$ cat config.mk
export PLATFORM = sky130hd
export DESIGN_NAME = ser_frame_ctrl
export DESIGN_NICKNAME = d
export VERILOG_FILES = /design/src/rtl/ser_frame_ctrl.sv
export SDC_FILE = /design/constraint.sdc
export NUM_CORES = 1
export LEC_CHECK = 0
export ABC_AREA = 1
export CAP_MARGIN = 10
export CELL_PAD_IN_SITES_DETAIL_PLACEMENT = 1
export CELL_PAD_IN_SITES_GLOBAL_PLACEMENT = 1
export CORE_ASPECT_RATIO = 1.2
export CORE_UTILIZATION = 40
export DETAILED_ROUTE_END_ITERATION = 10
export PLACE_DENSITY = 0.85
export SYNTH_ARGS = -nofsm -noshare
export SYNTH_HDL_FRONTEND = slang
export SYNTH_SLANG_ARGS = --single-unit
$ cat constraint.sdc
create_clock -name clk -period 1.83 [get_ports clk]
set_input_delay 0.366 -clock clk [delete_from_list [all_inputs] [get_ports clk]]
set_output_delay 0.366 -clock clk [all_outputs]
set_load 0.05 [all_outputs]
$ cat src/rtl/ser_frame_ctrl.sv
// ser_frame_ctrl: serial frame-sync controller. Hunts a sync word, captures MSB-first
// payload nibbles with even parity, and keeps lock through a flywheel on sync misses.
`default_nettype none

module ser_frame_ctrl #(
  parameter int unsigned          SYNC_W   = 5,
  parameter logic [SYNC_W-1:0]    SYNC_PAT = 5'b10100,
  parameter int unsigned          NIB_CNT  = 2,
  parameter int unsigned          MISS_MAX = 2
) (
  input  logic       clk,
  input  logic       rst,
  input  logic       en,
  input  logic       din,
  output logic [3:0] dout,
  output logic       strobe,
  output logic       frame_start,
  output logic       frame_ok,
  output logic       frame_err,
  output logic       sync_lost,
  output logic       locked
);

  localparam int unsigned PAY_BITS = NIB_CNT * 4;
  localparam int unsigned CNT_A    = $clog2(PAY_BITS + 1);
  localparam int unsigned CNT_B    = $clog2(SYNC_W + 1);
  // The same counter also paces the sync check, so it must hold SYNC_W-1 too.
  localparam int unsigned CNT_W    = (CNT_A > CNT_B) ? CNT_A : CNT_B;

  localparam logic [CNT_W-1:0] PAY_LAST  = CNT_W'(PAY_BITS);
  localparam logic [CNT_W-1:0] SYNC_LAST = CNT_W'(SYNC_W - 1);
  localparam logic [2:0]       MISS_LIM  = 3'(MISS_MAX);

  localparam logic [1:0] HUNT     = 2'd0;
  localparam logic [1:0] PAYLOAD  = 2'd1;
  localparam logic [1:0] PARITY   = 2'd2;
  localparam logic [1:0] SYNC_CHK = 2'd3;

  logic [1:0]        state;
  logic [SYNC_W-2:0] sr;
  logic [CNT_W-1:0]  bit_cnt;
  logic [2:0]        miss_cnt;
  logic [2:0]        nib;
  logic              par;

  logic [SYNC_W-1:0] win;
  logic [CNT_W-1:0]  bit_nxt;
  logic [2:0]        miss_nxt;

  assign win      = {sr, din};
  assign bit_nxt  = bit_cnt + CNT_W'(1);
  assign miss_nxt = miss_cnt + 3'd1;

  always_ff @(posedge clk or posedge rst) begin
    if (rst) begin
      state       <= HUNT;
      sr          <= '0;
      bit_cnt     <= '0;
      miss_cnt    <= '0;
      nib         <= '0;
      par         <= 1'b0;
      dout        <= '0;
      strobe      <= 1'b0;
      frame_start <= 1'b0;
      frame_ok    <= 1'b0;
      frame_err   <= 1'b0;
      sync_lost   <= 1'b0;
      locked      <= 1'b0;
    end else begin
      strobe      <= 1'b0;
      frame_start <= 1'b0;
      frame_ok    <= 1'b0;
      frame_err   <= 1'b0;
      sync_lost   <= 1'b0;
      if (en) begin
        sr <= win[SYNC_W-2:0];
        case (state)
          HUNT: begin
            if (win == SYNC_PAT) begin
              state       <= PAYLOAD;
              bit_cnt     <= '0;
              par         <= 1'b0;
              miss_cnt    <= '0;
              frame_start <= 1'b1;
              locked      <= 1'b1;
            end
          end
          PAYLOAD: begin
            nib     <= {nib[1:0], din};
            par     <= par ^ din;
            bit_cnt <= bit_nxt;
            if (bit_nxt[1:0] == 2'b00) begin
              dout   <= {nib, din};
              strobe <= 1'b1;
            end
            if (bit_nxt == PAY_LAST) begin
              state <= PARITY;
            end
          end
          PARITY: begin
            if (par ^ din) begin
              frame_err <= 1'b1;
            end else begin
              frame_ok <= 1'b1;
            end
            state   <= SYNC_CHK;
            bit_cnt <= '0;
          end
          SYNC_CHK: begin
            bit_cnt <= bit_nxt;
            if (bit_cnt == SYNC_LAST) begin
              bit_cnt <= '0;
              par     <= 1'b0;
              if (win == SYNC_PAT) begin
                miss_cnt    <= '0;
                state       <= PAYLOAD;
                frame_start <= 1'b1;
              end else if (miss_nxt < MISS_LIM) begin
                // Flywheel: tolerate an isolated bad sync word and keep framing.
                miss_cnt    <= miss_nxt;
                state       <= PAYLOAD;
                frame_start <= 1'b1;
              end else begin
                miss_cnt  <= '0;
                state     <= HUNT;
                sync_lost <= 1'b1;
                locked    <= 1'b0;
              end
            end
          end
          default: begin
            state  <= HUNT;
            locked <= 1'b0;
          end
        endcase
      end
    end
  end

endmodule

`default_nettype wire
==> results.cfg <==
[status]
status = finished clean

[power]
p_sw_mw = 0.9473
max-vdd-ir-drop_mv = 0.5774
combPwrFrac_pct = 44.1
intPower_mw = 1.184
seq_power_share_pct = 39.6
leakagePower_nw = 0.8357
clkPwrFrac_pct = 16.3
power_mw = 2.131
swShare_pct = 44.45
power_density_nw_per_um2 = 1313

[sta]
timing.setup.tns_ps = 0
slew_headroom_pct = 67.28
slew_viol_final = 0
holdWs_ps = 440.5
finalHoldViolations = 0
rsz0062_at_grt = no
timing.final.crit_share_pct = 97.23
max_slew.worst_pin.slew_ps = 489.3
period_minus_slack_ps = 1779
fmax_mhz = 562.0
skew_ps = 8.002
setup_ws_ps = 50.74
setup_viol = 0

[place]
io_buffers = 13
dp_hpwl_um = 2472
dpl.cell_count = 223
pre_cts_ws_ps = 21.55
globalplace.congestion = 0.9209
place_area_um2 = 1578

[die]
core-area_um2 = 3338
io_pins = 14
die_height_um = 66.98
dieArea_um2 = 3761
fp-row-count = 23
die_x_um = 56.15
initial_core_util_pct = 42.17

[cells_and_area]
final_cell_mix = 51 x nand2_1, 27 x dfrtp_1, 26 x inv_1
final_util_pct = 48.61
fill_cells = 411
mostFrequentLayoutCell = nand2_1
drive_above_1_share_pct = 12.63
syn_to_final_growth_pct = 15.29
antenna_cells = 0
fin_nets = 203
fin_cells = 227
stdcell_area_um2 = 1623

[logic_synthesis]
syn-cell-area_um2 = 1408
syn_avg_cell_area_um2 = 8.232
yosys_warnings = 0
syn_nets = 183
synth_cell_types = 20
ys_ff_latch = 27
postSynthCellCount = 171
yosysSeqAreaShare_pct = 48.00

[clock_network]
cts_max_path_buffers = 2
htreeDepth = 1
cts_resized = 0
path_clk_slew_ps = 100
cts_sinks = 27
cts_tree = done
cts_setup_buffers = 0
cts-root-buf = clkbuf_8
cts_hold_repair.buffers = 0
cts_buffers = 3
clk_latency_ps = 280

[critical_path]
critPathCaptureType = output port
startpoint_type = flip-flop
critPathTopFamily = buffers and inverters
crit_buf_inv = 1
crit_path_top_delay_cell = clkdlybuf4s50_1
arrival_ps = 1410
crit_fanout = 1
crit_path_max_incr_delay_ps = 790
worst-endpoint-required_ps = 1460
critPathKind = reg -> out
crit_path_cell_trace = clkdlybuf4s50_1

[detailed_routing]
dr.pass1.iters = 4
route.detailed.drc = 0
postRouteAntennaNets = 0
wl_um = 3143
routedWlPerCell_um = 13.85
vias = 1159
initialDrtViolationCount = 37
viasPerCell = 5.106

[global_routing]
grt_max_degree = 28
grtUsageTotal_pct = 19.42
grt.overflow.total = 0
grt_pass1_vias = 1322
grt_pass1_wl_um = 5713
antenna_found_initial = 0

[worst_hold_path]
hold_path.class = in -> async

[job]
cap_violations = 0
-- cell type report --
type	instances	area [um2]	area share (%)
clock buffers	4	45.04	2.776
inverters	26	97.59	6.014
multi-input cells	117	623.1	38.40
flip-flops and latches	27	675.6	41.63
well taps	37	46.29	2.853
repair buffers	16	135.1	8.327
-- metal layers --
metal	global-route usage [%]	vias to the layer above	part of all wire [%]
li1	-	570	-
met1	22.01	561	44
met2	37.20	19	51
met3	2.524	9	2.5
met4	6.707	0	2.1
met5	0	-	0
-- synth_stat cells --
master | n | area, um2
xnor2_1 | 1 | 8.760
inv_1 | 26 | 97.59
nand2_4 | 1 | 11.26
a21boi_0 | 1 | 7.510
nor2_8 | 1 | 20.02
and2_1 | 1 | 6.260
nand2_2 | 3 | 18.77
o21ai_0 | 13 | 65.06
buf_6 | 1 | 11.26
nor2_1 | 10 | 37.54
nor2_2 | 4 | 25.02
a21oi_1 | 4 | 20.02
nand3_1 | 10 | 50.05
ha_1 | 8 | 100.1
nand4_1 | 3 | 18.77
nor3_1 | 3 | 15.01
nand3_2 | 2 | 20.02
dfrtp_1 | 27 | 675.7
o211ai_1 | 1 | 7.510
nand2_1 | 51 | 191.4
-- cell families (layout without fill, tap and decap cells) --
family                   after synthesis  in the layout  synth area share (%)
flip-flops                            27             27                 48.00
XOR/XNOR                               1              1                0.6223
adder cells (fa/ha/maj)                8              8                 7.111
AND/OR/NAND/NOR                       89             89                 29.42
AO/OA/AOI/OAI                         19             19                 7.111
buffers and inverters                 27             46                 7.733
-- registers in the layout, summed over array words and instances (netlist names), 2 cells and up --
signal,cells
dout,4
bit_cnt,4
nib,3
miss_cnt,3
state,2
sr,4
-- path summary, 6_finish.rpt --
check	endpoint	from	slack, ps	cells after the start
worst min register to register	dout[3]	dout[3]	500	2
worst min-delay path	frame_ok	rst	440	3
worst max register to register	par	state[0]	250	7
worst max-delay path	frame_ok	frame_ok	50	1
min in group clk	dout[3]	dout[3]	500	2
max in group asynchronous	nib[0]	rst	1130	3
-- tightest hold or removal path, cell delays in order --
cell,delay [ps]
clkdlybuf4s50_1,390
inv_1,50
buf_4,320
-- power by group through the flow --
stage	Clock, mW	Combinational [mW]	Sequential [mW]
2_1_floorplan	0	0.553	0.966
3_3_place_gp	0	0.886	0.842
3_5_place_dp	0	0.940	0.856
4_1_cts	0.354	0.948	0.844
5_1_grt	0.377	1.05	0.860
6_report	0.348	0.939	0.844
(Power assumes the default switching activity.)
